--- config.mk ---
export PLATFORM = sky130hd
export DESIGN_NAME = cache_mem_ctrl_flat
export DESIGN_NICKNAME = d
export VERILOG_FILES = /design/src/rtl/cache_mem_ctrl_pkg.sv /design/src/rtl/cache_mem_ctrl_if.sv /design/src/rtl/cache_mem_ctrl.sv /design/src/flat_wrapper.sv
export SDC_FILE = /design/constraint.sdc
export NUM_CORES = 1
export LEC_CHECK = 0
export ABC_AREA = 0
export BUFFER_PORTS_ARGS = -buffer_cell sky130_fd_sc_hd__buf_4
export CAP_MARGIN = 0
export CORE_AREA = 2 2 243 245
export CTS_BUF_LIST = sky130_fd_sc_hd__clkbuf_2 sky130_fd_sc_hd__clkbuf_4 sky130_fd_sc_hd__clkbuf_8
export DETAILED_ROUTE_END_ITERATION = 7
export DIE_AREA = 0 0 245 247
export PLACE_DENSITY = 0.74
export SLEW_MARGIN = 5
export SYNTH_ARGS = -nofsm -noshare
export SYNTH_HDL_FRONTEND = slang
export SYNTH_SLANG_ARGS = --single-unit
--- constraint.sdc ---
create_clock -name clk -period 19.7 [get_ports clk]
set_input_delay 0.985 -clock clk [delete_from_list [all_inputs] [get_ports clk]]
set_output_delay 0.985 -clock clk [all_outputs]
set_load 0.02 [all_outputs]
--- src/rtl/cache_mem_ctrl_pkg.sv ---
// Shared cache geometry and miss-handler state encoding.
// Imported by the cache, the memory bus interface and the controller.
package cache_pkg;

    localparam int ADDR_W          = 16;
    localparam int WORD_W          = 32;
    localparam int WORDS_PER_BLOCK = 8;
    localparam int BLOCK_W         = WORD_W * WORDS_PER_BLOCK;
    localparam int TAG_W           = 6;
    localparam int INDEX_W         = 5;
    localparam int OFFSET_W        = 5;
    localparam int BEAT_W          = 3;

    localparam logic [ADDR_W-1:0] BASE_MASK = 16'hFFE0;

    typedef enum logic [1:0] {
        IDLE = 2'd0,
        WB   = 2'd1,
        RD   = 2'd2,
        DONE = 2'd3
    } mem_ctrl_state_t;

endpackage

--- src/rtl/cache_mem_ctrl_if.sv ---
// Word-wide req/ack bus between the miss handler and main memory.
// master = controller side, slave = memory side.
interface cache_mem_ctrl_if;
    import cache_pkg::*;

    logic              mem_req;
    logic              mem_we;
    logic [ADDR_W-1:0] mem_addr;
    logic [WORD_W-1:0] mem_wdata;
    logic [WORD_W-1:0] mem_rdata;
    logic              mem_ack;

    modport master (
        output mem_req,
        output mem_we,
        output mem_addr,
        output mem_wdata,
        input  mem_rdata,
        input  mem_ack
    );

    modport slave (
        input  mem_req,
        input  mem_we,
        input  mem_addr,
        input  mem_wdata,
        output mem_rdata,
        output mem_ack
    );

endinterface

--- src/rtl/cache_mem_ctrl.sv ---
// Miss handler: writes back a dirty victim, then fetches the missing
// block as 8 word beats and hands it to the cache with refill_done.
module cache_mem_ctrl
    import cache_pkg::*;
(
    input  logic               clk,
    input  logic               rst,
    input  logic               miss,
    input  logic               need_writeback,
    input  logic [ADDR_W-1:0]  address,
    input  logic [ADDR_W-1:0]  wb_address,
    input  logic [BLOCK_W-1:0] wb_block_data,
    output logic [BLOCK_W-1:0] refill_block,
    output logic               refill_done,
    output logic               stall,
    cache_mem_ctrl_if.master   mem
);

    mem_ctrl_state_t    state_q, state_d;
    logic [BEAT_W-1:0]  beat_q, beat_d;
    logic               req_q, req_d;
    logic               we_q, we_d;
    logic [ADDR_W-1:0]  addr_q, addr_d;
    logic [WORD_W-1:0]  wdata_q, wdata_d;
    logic [ADDR_W-1:0]  rd_base_q, rd_base_d;
    logic [ADDR_W-1:0]  wb_base_q, wb_base_d;
    logic [BLOCK_W-1:0] wb_buf_q, wb_buf_d;
    logic [BLOCK_W-1:0] refill_q, refill_d;

    logic [ADDR_W-1:0]  beat_off;
    logic [7:0]         beat_bit;

    assign beat_off = {11'd0, beat_q, 2'b00};
    assign beat_bit = {beat_q, 5'd0};

    // Next-state, beat sequencing and bus register updates.
    always_comb begin
        state_d   = state_q;
        beat_d    = beat_q;
        req_d     = req_q;
        we_d      = we_q;
        addr_d    = addr_q;
        wdata_d   = wdata_q;
        rd_base_d = rd_base_q;
        wb_base_d = wb_base_q;
        wb_buf_d  = wb_buf_q;
        refill_d  = refill_q;

        unique case (state_q)
            IDLE: begin
                if (miss) begin
                    rd_base_d = address & BASE_MASK;
                    wb_base_d = wb_address & BASE_MASK;
                    wb_buf_d  = wb_block_data;
                    beat_d    = '0;
                    req_d     = 1'b1;
                    if (need_writeback) begin
                        state_d = WB;
                        we_d    = 1'b1;
                        addr_d  = wb_address & BASE_MASK;
                        wdata_d = wb_block_data[WORD_W-1:0];
                    end else begin
                        state_d = RD;
                        we_d    = 1'b0;
                        addr_d  = address & BASE_MASK;
                    end
                end
            end
            WB, RD: begin
                if (req_q) begin
                    if (mem.mem_ack) begin
                        req_d  = 1'b0;
                        beat_d = beat_q + 3'd1;
                        if (state_q == RD) begin
                            refill_d[beat_bit +: WORD_W] = mem.mem_rdata;
                        end
                        if (beat_q == 3'd7) begin
                            state_d = (state_q == WB) ? RD : DONE;
                        end
                    end
                end else begin
                    // Gap cycle after an ack: present the next beat.
                    req_d = 1'b1;
                    if (state_q == WB) begin
                        we_d    = 1'b1;
                        addr_d  = wb_base_q | beat_off;
                        wdata_d = wb_buf_q[beat_bit +: WORD_W];
                    end else begin
                        we_d    = 1'b0;
                        addr_d  = rd_base_q | beat_off;
                    end
                end
            end
            DONE: begin
                state_d = IDLE;
                req_d   = 1'b0;
            end
            default: begin
                state_d = IDLE;
            end
        endcase
    end

    // State and datapath registers; reset abandons any transfer at once.
    always_ff @(posedge clk or posedge rst) begin
        if (rst) begin
            state_q   <= IDLE;
            beat_q    <= '0;
            req_q     <= 1'b0;
            we_q      <= 1'b0;
            addr_q    <= '0;
            wdata_q   <= '0;
            rd_base_q <= '0;
            wb_base_q <= '0;
            wb_buf_q  <= '0;
            refill_q  <= '0;
        end else begin
            state_q   <= state_d;
            beat_q    <= beat_d;
            req_q     <= req_d;
            we_q      <= we_d;
            addr_q    <= addr_d;
            wdata_q   <= wdata_d;
            rd_base_q <= rd_base_d;
            wb_base_q <= wb_base_d;
            wb_buf_q  <= wb_buf_d;
            refill_q  <= refill_d;
        end
    end

    assign mem.mem_req   = req_q;
    assign mem.mem_we    = we_q;
    assign mem.mem_addr  = addr_q;
    assign mem.mem_wdata = wdata_q;

    assign refill_block = refill_q;
    assign refill_done  = (state_q == DONE);
    assign stall        = miss | (state_q != IDLE);

endmodule

--- src/flat_wrapper.sv ---
// flat-port wrapper written by rule: the top's interface ports become plain ports
module cache_mem_ctrl_flat import cache_pkg::*;
  (clk, rst, miss, need_writeback, address, wb_address, wb_block_data, refill_block, refill_done, stall, mem_mem_req, mem_mem_we, mem_mem_addr, mem_mem_wdata, mem_mem_rdata, mem_mem_ack);
  cache_mem_ctrl_if mem_i ();
  input  logic clk;
  input  logic rst;
  input  logic miss;
  input  logic need_writeback;
  input  logic [ADDR_W-1:0] address;
  input  logic [ADDR_W-1:0] wb_address;
  input  logic [BLOCK_W-1:0] wb_block_data;
  output logic [BLOCK_W-1:0] refill_block;
  output logic refill_done;
  output logic stall;
  output wire logic [$bits(mem_i.mem_req)-1:0] mem_mem_req;
  output wire logic [$bits(mem_i.mem_we)-1:0] mem_mem_we;
  output wire logic [$bits(mem_i.mem_addr)-1:0] mem_mem_addr;
  output wire logic [$bits(mem_i.mem_wdata)-1:0] mem_mem_wdata;
  input wire logic [$bits(mem_i.mem_rdata)-1:0] mem_mem_rdata;
  input wire logic [$bits(mem_i.mem_ack)-1:0] mem_mem_ack;
  assign mem_mem_req = mem_i.mem_req;
  assign mem_mem_we = mem_i.mem_we;
  assign mem_mem_addr = mem_i.mem_addr;
  assign mem_mem_wdata = mem_i.mem_wdata;
  assign mem_i.mem_rdata = mem_mem_rdata;
  assign mem_i.mem_ack = mem_mem_ack;
  cache_mem_ctrl u_core (.clk(clk), .rst(rst), .miss(miss), .need_writeback(need_writeback), .address(address), .wb_address(wb_address), .wb_block_data(wb_block_data), .refill_block(refill_block), .refill_done(refill_done), .stall(stall), .mem(mem_i));
endmodule
Yosys cells after proc, flatten, opt, wreduce, memory -nomap -nowiden

Index checks and enable logic that the tools add are counted.

Register bits: 589
Bits of input ports: 325
Output and inout bits: 308
Logic and storage cells: 70

Add/subtract/negate cells: 2
Equality and inequality tests: 11
Shift operators: 3
Multiplexer cells: 31
Bitwise operators: 3
Reduce and logical (&&, ||, !) cells: 10

Operator list:

| operator                                                                   | count |
|---|---|
| 256-bit bitwise mux                                                        | 1 |
| 32-bit by 10-bit variable shift with 256-bit output (first input constant) | 1 |
| 256-bit by 9-bit variable part select with 32-bit output                   | 1 |
| 32-bit by 10-bit variable part select with 256-bit output                  | 1 |
| 32-bit two-way mux                                                         | 4 |
| 16-bit two-way mux                                                         | 4 |
| 32-bit case mux with 2 select lines                                        | 1 |
| 16-bit by 5-bit OR with 16-bit output                                      | 2 |
| 16-bit case mux with 2 select lines                                        | 1 |
| 4-bit AND reduction                                                        | 3 |
| 2-bit two-way mux                                                          | 5 |
| 8-bit negator with 10-bit output                                           | 1 |
| 3-bit two-way mux                                                          | 3 |
| 1-bit two-way mux                                                          | 8 |
| 2-bit != test (second input constant)                                      | 4 |
| 2-bit by 1-bit != test with 1-bit output (second input constant)           | 3 |
| 2-bit case mux with 3 select lines                                         | 1 |
| 3-bit case mux with 2 select lines                                         | 1 |
| 5-bit AND reduction                                                        | 1 |
| 2-bit equality test (second input constant)                                | 2 |
| 2-bit nonzero test                                                         | 2 |
| 3-bit by 1-bit adder with 3-bit output (second input constant)             | 1 |
| 3-bit equality test (second input constant)                                | 1 |
| 1-bit case mux with 3 select lines                                         | 1 |
| 7 further kinds                                                            | 7 |

Depth between registers and ports, before layout

Gate-level depths: netlist of the first run.

Word-level depth: 6
Gate-level depth with buffers: 14
Mapped depth without buffers: 7

Worst setup path after synthesis of the first run

OpenSTA, ideal clock, no wires.

Path type: register to register
From: register u_core.beat_q[0]
To: register u_core.refill_q[198] (netlist: u_core.refill_block[198])
Setup time: 130 ps
Arrival: 2,820 ps
Required time: 19,570 ps
Path slack: 16,750 ps
Cell stages (with the launch flop): 15
Buffers on the path: 7
Period minus slack after synthesis: 2,950 ps
Path through: dfrtp_1 -> buf_2 -> buf_2 -> buf_4 -> buf_2 -> inv_1 -> ha_1 -> ha_1 -> clkbuf_1 -> inv_1 -> and4_1 -> buf_2 -> buf_2 -> nand3_1 -> o21ai_0

Word-level cells in the longest chain between the ends: 3
Elaborated cells between the ends (all ways): 4
Those cells by class: 1 x add/sub; 2 x shift; 1 x mux

Ends and longest elaborated chain:

| item                                                                                                                                    | RTL line              | text |
|---|---|---|
| start: declaration                                                                                                                      | cache_mem_ctrl.sv:20  | `logic [BEAT_W-1:0] beat_q, beat_d;` |
| start signal: assignment                                                                                                                | cache_mem_ctrl.sv:119 | `beat_q <= beat_d;` |
| 8-bit negator with 10-bit output *                                                                                                      | cache_mem_ctrl.sv:75  | `refill_d[beat_bit +: WORD_W] = mem.mem_rdata;` |
| 32-bit by 10-bit variable part select with 256-bit output / 32-bit by 10-bit variable shift with 256-bit output (equally long branches) | cache_mem_ctrl.sv:75  |  |
| 256-bit bitwise mux *                                                                                                                   | cache_mem_ctrl.sv:75  |  |
| end signal: assignment                                                                                                                  | cache_mem_ctrl.sv:127 | `refill_q <= refill_d;` |
| end: declaration                                                                                                                        | cache_mem_ctrl.sv:28  | `logic [BLOCK_W-1:0] refill_q, refill_d;` |

Mark *: on every way between the ends. The rest lies on a longest branch, timed or not.
A chain may end at the register's enable or synchronous reset.

Worst setup path after layout of the first run

From: register u_core.state_q[1]
To: register u_core.wb_buf_q[107]

Word-level cells in the longest chain between the ends: 2

Ends and longest elaborated chain:

| item                          | RTL line              | text |
|---|---|---|
| start: declaration            | cache_mem_ctrl.sv:19  | `mem_ctrl_state_t state_q, state_d;` |
| start signal: assignment      | cache_mem_ctrl.sv:118 | `state_q <= state_d;` |
| 2-bit zero test               | cache_mem_ctrl.sv:49  | `unique case (state_q)` |
| 2-bit AND reduction (no line) | n/a                   |  |
| end signal: assignment        | cache_mem_ctrl.sv:126 | `wb_buf_q <= wb_buf_d;` |
| end: declaration              | cache_mem_ctrl.sv:27  | `logic [BLOCK_W-1:0] wb_buf_q, wb_buf_d;` |

Every way passes these cells.

==> metrics.md, run 1 <==
| Metric | Value |
|---|---|
| Worst Max-Slew Pin Slew | 1.23 ns |
| Placed cell count | 3173 |
| Endpoints failing setup | 0 |
| Most common cell after layout, fill and taps aside | buf_4 |
| Yosys top cell area share | 58.8% |
| Vias in the first global route | 18800 |
| DR pass1 iterations | 6 |
| # DRC | 0 |
| Starting DRT DRC Count | 924 |
| Startpoint Class | flop |
| Seq cells post-synth | 587 |
| Critical path buffers and inverters | 3 |
| Synth area leaders | dfrtp_1 (59%), mux2_2 (15%), mux4_2 (5.6%), nand2_1 (3.7%), o21ai_0 (2.7%) |
| Peak supply drop | 0.172 mV |
| Hold Buf Count CTS | 0 |
| First-pass GRT wire length | 110000 um |
| Distinct cells, synth | 39 |
| Layout fillers | 4775 |
| Worst min path class | input pin to async pin |
| TNS Setup | 0 ns |
| Leading area contributor after synthesis | dfrtp_1 |
| Worst path required time | 20.24 ns |
| MaxCap Viol Count | 0 |
| Die H | 247 um |
| Logic gate share of total power | 38.7% |
| Post-CTS Setup Inserts | 0 |
| Sw Ratio | 35.0% |
| Gr usage total | 23.7% |
| Fin area | 32400 um^2 |
| # diodes | 0 |
| Routed length per instance | 21.6 um |
| CP max stage delay | 0.92 ns |
| P_leak | 15.6 nW |
| Final period utilization | 20.0% |
| Io pins | 633 |
| Area delta synth->final | 29.6% |
| Total grt overflow | 0 |
| Relative slew slack | 17.9% |
| Clock group share of total power | 23.2% |
| Largest net degree at the start of global routing | 185 |
| Power per cell area | 154 nW/um^2 |
| Yosys warns | 0 |
| Placed Instance Area | 30200 um^2 |
| Highest Signal Layer | met5 |
| CP Class | flop to flop |
| Critical Path AT | 4.49 ns |
| RR Startpoint | u_core.state_q[1] |
| TritonCTS Buffers | 99 |
| Met2 wire len | 35400 um |
| Worst slack, placed | 15.41 ns |
| Status | completed |
| Clk_skew | 0.0416 ns |
| CORE AREA | 58200 um^2 |
| WL final | 72400 um |
| Sw Pwr | 1.74 mW |
| GP Congestion | 0.879 |
| Hold Violations, Final | 0 |
| Share of post-route cells with drive strength above 1 | 48.9% |
| Initial antenna violation count | 4 |
| Cells along the critical path | inv_1 -> ha_2 -> nand2_4 -> buf_4 -> buf_4 -> mux2_2 |
| Max FO, Critical Path | 79 |
| Highest clock rate | 0.254 GHz |
| Worst setup EP type | flop |
| Maximum clock path buffer count | 3 |
| Most frequent CP cell | buf_4 |
| Post_cts resized | 0 |
| Drt via density | 5.29 |
| Max Transition Viols Final | 0 |
| CTS clk-pin slew, worst paths | 0.06 ns |
| # rows | 89 |
| Clk sinks | 587 |
| Synthesized area per cell | 13.2 um^2 |
| Port Buffer Count | 620 |
| Most frequent cells in the layout | buf_4 (641), dfrtp_1 (585), mux2_2 (339) |
| R2r endpoint | u_core.wb_buf_q[107] |
| Initial Util | 42.9% |
| Worst skew pair latency | 0.70 ns |
| R2R Setup Slk | 15.76 ns |
| M1 WL | 27300 um |
| RSZ-0062 raised after global routing | no |
| Die Span X | 245 um |
| Die area | 60500 um^2 |
| DPL Wire Length | 51300 um |
| Final nets | 2840 |
| CTS tree | yes |
| Non-Filler Instances | 3348 |
| Max H-tree Level | 3 |
| Mapped Cells | 1896 |
| Fin crit period | 3.94 ns |
| Final setup margin | 15.76 ns |
| WL met3 | 6920 um |
| Sequential area share after synthesis | 58.8% |
| Vias | 17700 |
| Reg power frac | 38.1% |
| Worst reg2reg path depth | 6 |
| Fin util | 55.6% |
| Routed Antenna Nets | 0 |
| CP delay by family, top | buffers and inverters |
| Clock Tree Root | clkbuf_8 |
| Int Pwr | 3.24 mW |
| Post-Syn Area | 25000 um^2 |
| Crit path max-delay cell type | buf_4 |
cells in the mapped netlist:
cell / instances
mux4_2: 62
o32ai_1: 1
and4_1: 2
nand4b_1: 1
a41oi_1: 1
mux2i_1: 49
dfrtp_1: 587
nand3_1: 19
inv_2: 1
nand4_1: 6
inv_1: 24
o211ai_1: 1
nor4b_4: 1
a21boi_0: 2
a21oi_1: 14
nor2_1: 64
mux2_4: 30
buf_4: 6
ha_1: 14
buf_2: 22
buf_1: 12
a2111o_1: 1
a211oi_1: 31
o41ai_1: 2
mux2_2: 339
buf_6: 4
nand2_2: 1
conb_1: 1
a22oi_1: 2
nor2b_1: 2
nand2_1: 246
a21o_1: 31
or3_1: 1
o31ai_1: 64
nand2b_1: 18
nor3_1: 3
o21ai_0: 133
clkbuf_1: 96
nand3b_1: 2
power by group through the flow:
| stage | logic (mW) | registers [mW] | clock network, mW |
|---|---|---|---|
| finish | 1.93 | 1.90 | 1.16 |
| global route | 2.09 | 1.95 | 1.24 |
| CTS | 1.95 | 1.90 | 1.19 |
| detailed placement | 1.95 | 1.91 | 0 |
| global placement | 1.88 | 1.88 | 0 |
| floorplan | 1.19 | 2.01 | 0 |
registers in the layout (all words and copies together) (netlist names):
name,count
u_core.refill_block,256
u_core.state_q,2
u_core.beat_q,3
u_core.mem.mem_wdata,32
u_core.wb_base_q,11
u_core.wb_buf_q,256
u_core.mem.mem_req,1
u_core.mem.mem_addr,14
u_core.mem.mem_we,1
u_core.rd_base_q,11
through the flow:
step                      total power [mW]  hold slack, ns
after CTS                             5.04           0.436
after detailed placement              3.86           0.467
after floorplan                       3.20           0.474
final                                 4.98           0.437
after global placement                3.76           0.462
after global routing                  5.28           0.464
layer usage:
metal / up-vias / global-route usage, %
met3: 133 / 8.39
met5: - / 0
met4: 8 / 10.8
li1: 7948 / -
met2: 726 / 39.4
met1: 8904 / 27.5
worst max-delay path by stage:
stage	end	cells after the start	startpoint
4_1_cts	u_core.wb_buf_q[107]	6	u_core.state_q[0]
3_5_place_dp	u_core.wb_buf_q[86]	5	miss
2_1_floorplan	u_core.beat_q[0]	1	rst
5_1_grt	u_core.refill_block[167]	6	u_core.beat_q[0]
3_3_place_gp	u_core.wb_buf_q[215]	5	miss
6_report	u_core.wb_buf_q[107]	6	u_core.state_q[1]
logic make-up (layout without fill, tap and decap cells):
kind of cell               after synthesis  count (layout)  share of synthesized area, %
DFF                                    587             587                          58.8
muxes                                  480             480                          24.6
and+or+nand+nor                        366             366                          6.06
AOI/OAI and AO/OA                      283             283                          7.06
buffers and inverters                  165             843                          2.80
adders and majority gates               14              14                         0.701
other                                    1               2                        0.0150
cell type report:
| type | count | area, um^2 | share of cell area, % |
|---|---|---|---|
| clock buffers | 158 | 2010 | 6.19 |
| clock inverters | 17 | 148 | 0.456 |
| well taps | 773 | 967 | 2.98 |
| repair buffers | 643 | 4850 | 15.0 |
| flip-flops and latches | 587 | 14700 | 45.4 |
| multi-input cells | 1145 | 9630 | 29.7 |
| inverters | 25 | 101 | 0.313 |
worst register-to-register path: stages, from the launching register on:
cell     delay (ns)
dfrtp_1        0.39
inv_1          0.11
ha_2           0.24
nand2_4        0.72
buf_4          0.89
buf_4          1.00
mux2_2         0.44
Power figures use the tool's default switching activity.
==> run 2, diff against run 1 <==
- ABC_AREA: 0 -> 1
- CORE_AREA: 2 2 243 245 -> 2 2 248 250
- DIE_AREA: 0 0 245 247 -> 0 0 250 252
- clock period: 19.7 -> 3.8 ns (I/O delays scaled with it)
==> run 2 against run 1 <==
Compared with the run above:
- combinational power rose to 5.9 times the previous value
- synthesized cell count up 77%
- via count rose by 48%
- sequential power rose to 4.8 times the previous value
- sequential share of layout area decreased by 5.9 points
- global-route usage rose by 7.5 points
- routed wire length up 38%
- cell count rose by 52%
- non-clock buffer count increased by 333
- flip-flop and latch count is the same
- critical path type unchanged
- critical endpoint is now u_core.mem.mem_wdata[24]
- largest cell class unchanged
- highest routed layer unchanged
==> metrics.md, run 2 <==
| Metric | Value |
|---|---|
| Seq cells post-synth | 587 (unchanged) |
| Post-synth EDFFs | 0 (unchanged) |
| Maximum clock path buffer count | 3 (unchanged) |
| Gr usage total | 31.2% (+7.5 points) |
| Hold Violations, Final | 0 (unchanged) |
| Most frequent cells in the layout | nand2_1 (1107), buf_4 (647), dfrtp_1 (585) |
| Hold Buf Count CTS | 314 (+314) |
| Synth top cells by count | nand2_1 (1108), dfrtp_1 (587), o21ai_0 (510) |
| Ys flop type | dfrtp_1 |
| Leading area contributor after synthesis | dfrtp_1 |
| Synth area leaders | dfrtp_1 (56%), nand2_1 (16%), o21ai_0 (9.6%), inv_1 (6.8%), nand3_1 (3.6%) |
| CTS clk-pin slew, worst paths | 0.07 ns (about the same) |
| CTS tree | yes |
| Distinct cells, synth | 29 (-26%) |
| Status | completed |
| Clock Tree Root | clkbuf_8 |
| Sequential area share after synthesis | 55.5% (-3.2 points) |
| Fin crit period | 2.73 ns (-1.21 ns) |
| Layout fillers | 4900 (+2.6%) |
| Share of post-route cells with drive strength above 1 | 20.4% (-29 points) |
| Worst setup EP type | flop |
| Largest net degree at the start of global routing | 135 (-27%) |
| Synthesized area per cell | 7.90 um^2 (-40%) |
| Critical Path AT | 3.35 ns (-1.14 ns) |
| Worst min path class | input pin to async pin |
| Max Transition Viols Final | 0 (unchanged) |
| Endpoints failing setup | 0 (unchanged) |
| # rows | 90 (+1.1%) |
| Die H | 252 um (+2.0%) |
| Most common cell after layout, fill and taps aside | nand2_1 |
| Design Power | 26.8 mW (+440%) |
| Fin util | 62.0% (+6.3 points) |
| Die area | 63000 um^2 (+4.1%) |
| Clk_skew | 0.0383 ns (-0.00322 ns) |
| Placed cell count | 4592 (+45%) |
| Final nets | 4565 (+61%) |
| MaxCap Viol Count | 0 (unchanged) |
| Hold slack final | 0.0784 ns (-0.358 ns) |
| Post-Syn Area | 26500 um^2 (+5.8%) |
| RR Startpoint | u_core.beat_q[0] |
| Routed length per instance | 19.6 um (-9.5%) |
| # DRC | 0 (unchanged) |
| Area delta synth->final | 40.9% |
| Worst skew pair latency | 0.72 ns (+0.02 ns) |
| RSZ-0062 raised after global routing | no |
| Die Span X | 250 um (+2.0%) |
| Routed Antenna Nets | 0 (unchanged) |
| DPL Wire Length | 63300 um (+23%) |
| Final period utilization | 71.9% (+52 points) |
| Worst path required time | 4.42 ns (-15.82 ns) |
| Non-Filler Instances | 5100 (+52%) |
| Clk sinks | 587 (unchanged) |
| WL final | 99700 um (+38%) |
| Io pins | 633 (unchanged) |
| Worst Max-Slew Pin Slew | 0.964 ns (-0.262 ns) |
| Mapped Cells | 3347 (+77%) |
| Async SR Flop Fraction | 100% (unchanged) |
| DR pass1 iterations | 6 (unchanged) |
| Port Buffer Count | 620 (unchanged) |
| TritonCTS Buffers | 100 (+1.0%) |
| Drt via density | 5.15 (-2.8%) |
| CORE AREA | 60100 um^2 (+3.3%) |
| Worst reg2reg path depth | 9 (+3) |
| Vias in the first global route | 26100 (+39%) |
| Power per cell area | 720 nW/um^2 (+370%) |
| TNS Setup | 0 ns (unchanged) |
| Most frequent cell after synthesis | nand2_1 |
| First-pass GRT wire length | 151000 um (+37%) |
| Post_cts resized | 0 (unchanged) |
| Yosys top cell area share | 55.5% (-3.2 points) |
| R2r endpoint | u_core.mem.mem_wdata[24] |
| Max FO, Critical Path | 74 (-6.3%) |
| P_leak | 19.1 nW (+22%) |
| Startpoint Class | flop |
| Highest clock rate | 0.366 GHz (+44%) |
| Peak supply drop | 0.467 mV (+170%) |
| Post-CTS Setup Inserts | 0 (unchanged) |
| Max H-tree Level | 3 (unchanged) |
| Starting DRT DRC Count | 2359 (+160%) |
| GP Congestion | 0.935 (+6.3%) |
| Relative slew slack | 35.7% (+18 points) |
| Yosys warns | 0 (unchanged) |
| Total grt overflow | 0 (unchanged) |
| Initial antenna violation count | 14 (+10) |
| CP Class | flop to flop |
| Initial Util | 44.0% (+1.1 points) |
| Vias | 26200 (+48%) |
| R2R Setup Slk | 1.07 ns (-14.69 ns) |
run 2: cell types whose count changed in the layout (fill, tap and decap cells not counted), sizes merged, moves of 171 or more:
cell | before | now
nand2 | 247 | 1110
inv | 27 | 495
o21ai | 133 | 538
mux2 | 369 | 0
dlygate4sd3 | 0 | 314
nand3 | 19 | 190
run 2: worst max path at each step:
| stage | startpoint | to | slack (ns) | cells after the start |
|---|---|---|---|---|
| 6_report | u_core.beat_q[0] | u_core.mem.mem_wdata[24] | 1.07 | 9 |
| 5_1_grt | u_core.state_q[1] | u_core.mem.mem_wdata[16] | 0.87 | 10 |
| 4_1_cts | u_core.state_q[1] | u_core.refill_block[91] | 1.03 | 9 |
| 3_5_place_dp | u_core.state_q[1] | u_core.mem.mem_wdata[7] | 1.08 | 10 |
| 3_3_place_gp | u_core.state_q[1] | u_core.mem.mem_wdata[23] | 1.11 | 10 |
| 2_1_floorplan | rst | u_core.beat_q[0] | -4.39 | 1 |
run 2: layer usage:
| layer | global-route usage (%) | share of wire [%] |
|---|---|---|
| met5 | 0 | 0.042 |
| met4 | 21.9 | 7.4 |
| met3 | 6.60 | 8.4 |
| met2 | 52.8 | 48 |
| met1 | 35.3 | 36 |
run 2: layout make-up:
type | instances | area [um^2] | share of cell area [%]
multi-input cells | 2069 | 9110 | 24.5
inverters | 492 | 1860 | 4.99
diodes | 11 | 27.5 | 0.0739
repair buffers | 976 | 8300 | 22.3
clock inverters | 21 | 259 | 0.695
clock buffers | 162 | 2020 | 5.43
flip-flops and latches | 587 | 14700 | 39.4
well taps | 782 | 978 | 2.63
run 2: cells by family after synthesis:
group	synth area share [%]
fa+ha+maj	0.662
other cells	0.0142
flops	55.5
compound gates	11.2
simple gates	22.4
buf+inv	10.2
run 2: critical path: stages, from the launching register on:
cell and delay, ns:
dfrtp_4 0.50, buf_4 0.56, buf_4 0.80, nand2_1 0.12
nand3_1 0.23, nand2_1 0.09, nand2_1 0.07, nand3_1 0.09
nand2_1 0.08, inv_1 0.05
run 2: power by group:
part / internal, mW / total (mW) / leakage [nW] / switching [mW]
clock network: 3.67 / 6.46 / 1.21 / 2.79
logic: 3.52 / 11.3 / 10.3 / 7.76
registers: 8.22 / 9.09 / 7.58 / 0.863
total: 15.4 / 26.8 / 19.1 / 11.4
run 2: stage by stage:
| stage | worst slack (ns) | instance area (um^2) |
|---|---|---|
| 6_report | 1.07 | 37300 |
| 5_1_grt | 0.873 | 37300 |
| 4_1_cts | 1.03 | 37200 |
| 3_5_place_dp | 1.08 | 31800 |
| 3_3_place_gp | 1.11 | 31800 |
| 2_1_floorplan | -4.39 | 26500 |
==> run 3, diff against run 2 <==
- clock period: 3.8 -> 2.7 ns (I/O delays scaled with it)
==> run 3 against run 2 <==
Compared with the run above:
- cell count rose by 0.27%
- register-to-register slack got worse by 0.87 ns
- clock power rose by 37%
- first-iteration DRC count fell by 3.9%
- largest power group unchanged
==> metrics.md, run 3 (same netlist as run 2, synthesis figures left out) <==
| Metric | Value |
|---|---|
| Peak supply drop | 0.874 mV (+87%) |
| Crit path max-delay cell type | buf_4 |
| Max FO, Critical Path | 64 (-14%) |
| CP Class | flop to flop |
| Placed Instance Area | 31900 um^2 (+0.35%) |
| R2R Setup Slk | 0.20 ns (-0.87 ns) |
| Worst hold start | wb_block_data[226] |
| Status | completed |
| Hold Violations, Final | 0 (unchanged) |
| Fin util | 62.2% (+0.26 points) |
| Worst reg2reg path depth | 9 (unchanged) |
| Worst slack, placed | 0.231 ns (-0.851 ns) |
| DR pass1 iterations | 7 (+1) |
| MaxCap Viol Count | 0 (unchanged) |
| Maximum clock path buffer count | 3 (unchanged) |
| Port Buffer Count | 620 (unchanged) |
| Worst skew pair latency | 0.69 ns (-0.03 ns) |
| Final setup margin | 0.203 ns (-0.866 ns) |
| Die H | 252 um (unchanged) |
| Die Span X | 250 um (unchanged) |
| Drt via density | 5.16 (+0.24%) |
| Final period utilization | 92.5% (+21 points) |
| Critical path buffers and inverters | 4 (+1) |
| Share of post-route cells with drive strength above 1 | 20.4% (+0.040 points) |
| Total grt overflow | 0 (unchanged) |
| Post_cts resized | 0 (unchanged) |
| First-pass GRT wire length | 151000 um (about the same) |
| Die area | 63000 um^2 (unchanged) |
| WL final | 99700 um (about the same) |
| Logic gate share of total power | 42.8% (+0.8 points) |
| RSZ-0062 raised after global routing | no |
| TritonCTS Buffers | 98 (-2.0%) |
| Sw Ratio | 42.4% (-0.12 points) |
| GP Congestion | 0.983 (+5.1%) |
| Max H-tree Level | 3 (unchanged) |
| Fin area | 37400 um^2 (+0.43%) |
| Reg power frac | 33.9% (about the same) |
| Power per cell area | 1010 nW/um^2 (+40%) |
| Clock Tree Root | clkbuf_8 |
| Gr usage total | 31.1% (-0.031 points) |
| CP max stage delay | 0.52 ns (-0.28 ns) |
| Vias in the first global route | 26400 (+1.1%) |
| Layout fillers | 4890 (-0.20%) |
| Hold endpoint | u_core.wb_buf_q[226] |
| Sw Pwr | 16.0 mW (+40%) |
| Area delta synth->final | 41.5% |
| Routed Antenna Nets | 0 (unchanged) |
| Clk sinks | 587 (unchanged) |
| # DRC | 0 (unchanged) |
| TNS Setup | 0 ns (unchanged) |
| Vias | 26400 (+0.51%) |
| Worst setup EP type | flop |
| RR Startpoint | u_core.beat_q[0] |
| Post-CTS Setup Inserts | 0 (unchanged) |
| Worst Hold Path Cells | 4 |
| Clk_skew | 0.0413 ns (+0.00296 ns) |
| Cells along the critical path | inv_4 -> ha_1 -> ha_1 -> inv_2 -> nand2_1 -> inv_1 -> nand4_4 -> buf_4 -> o21ai_0 |
| Highest clock rate | 0.401 GHz (+9.4%) |
| Starting DRT DRC Count | 2268 (-3.9%) |
| CTS clk-pin slew, worst paths | 0.06 ns (about the same) |
| # rows | 90 (unchanged) |
| Int Pwr | 21.7 mW (+41%) |
| Most frequent CP cell | ha_1 |
| Worst path required time | 3.20 ns (-1.22 ns) |
| Initial Util | 44.0% (unchanged) |
| R2r endpoint | u_core.refill_block[1] |
| Io pins | 633 (unchanged) |
| P_leak | 19.1 nW (+0.36%) |
| Max Transition Viols Final | 0 (unchanged) |
| Placed cell count | 4602 (+0.22%) |
| Fin crit period | 2.50 ns (-0.234 ns) |
| Non-Filler Instances | 5114 (+0.27%) |
| Initial antenna violation count | 9 (-5) |
| CTS tree | yes |
| Relative slew slack | 38.8% (+3.1 points) |
| CP delay by family, top | buffers and inverters |
| Worst min path class | input pin to flop |
| Critical Path AT | 3.00 ns (-0.35 ns) |
| Clock group share of total power | 23.4% (-0.7 points) |
| Largest net degree at the start of global routing | 136 (+0.74%) |
| Routed length per instance | 19.5 um (-0.33%) |
| DPL Wire Length | 64200 um (+1.4%) |
| CORE AREA | 60100 um^2 (unchanged) |
| Endpoints failing setup | 0 (unchanged) |
| Most frequent cells in the layout | nand2_1 (1107), buf_4 (654), dfrtp_1 (585) |
| Worst Max-Slew Pin Slew | 0.917 ns (-0.0474 ns) |
| Startpoint Class | flop |
| Most common cell after layout, fill and taps aside | nand2_1 |
| Final nets | 4584 (+0.42%) |
-- run 3: cell types whose count changed in the layout (fill, tap and decap cells not counted), moves of 2 or more --
cell / change
buf_12: +3
buf_4: +7
clkbuf_4: -8
clkbuf_8: -3
clkinv_2: +4
clkinv_8: +2
diode_2: -2
dlygate4sd3_1: +11
inv_8: -2
-- run 3: what timing repair did --
action | in CTS | in global routing
endpoints found under the hold margin | 1073 | 0
hold buffers | 325 | 0
setup endpoints to repair | 0 | 0
-- run 3: worst register-to-register path, cell delays in order (launching register included) --
cell and delay, ns:
dfrtp_4 0.44, inv_4 0.07, ha_1 0.22, ha_1 0.40, inv_2 0.17, nand2_1 0.10, inv_1 0.08, nand4_4 0.09
buf_4 0.52, o21ai_0 0.23
-- run 3: how the worst max path moves through the flow --
| stage | startpoint | end | slack [ns] | cells after the start |
|---|---|---|---|---|
| finish | u_core.beat_q[0] | u_core.refill_block[1] | 0.20 | 9 |
| detailed placement | u_core.state_q[1] | u_core.refill_block[91] | 0.23 | 9 |
| CTS | u_core.state_q[1] | u_core.refill_block[89] | 0.22 | 9 |
| global route | u_core.state_q[1] | u_core.refill_block[89] | 0.02 | 9 |
| global placement | u_core.state_q[1] | u_core.refill_block[90] | 0.33 | 9 |
| floorplan | rst | u_core.beat_q[0] | -5.44 | 1 |
-- run 3: power groups by stage --
stage          clock network [mW]  registers [mW]  logic (mW)
5_1_grt                      9.35            13.0        17.9
2_1_floorplan                   0            13.4        9.01
3_5_place_dp                    0            12.8        15.3
3_3_place_gp                    0            12.7        15.0
6_report                     8.83            12.8        16.1
4_1_cts                      8.93            12.7        15.9
-- run 3: layout make-up --
type	count	area [um^2]	share of cell area, %
Antenna cell	9	22.5	0.0602
Clock buffer	151	1920	5.14
Clock inverter	27	302	0.806
Inverter	492	1860	4.97
Multi-Input combinational cell	2069	9110	24.4
Sequential cell	587	14700	39.3
Tap cell	782	978	2.62
Timing Repair Buffer	997	8520	22.8
-- run 3: per-layer routing --
layer	wire length [um]	up-vias	share of wire, %	track usage, %
met2	48400	1461	49	52.7
met1	35400	12400	36	34.7
met5	45	-	0.045	0
met3	8350	371	8.4	7.23
li1	-	12200	-	-
met4	7440	6	7.5	22.3
-- run 3: through the flow --
step	hold WS, ns	total power, mW
floorplan	0.245	22.4
global placement	0.340	27.7
detailed placement	0.347	28.1
CTS	0.125	37.5
global route	0.166	40.2
finish	0.193	37.8
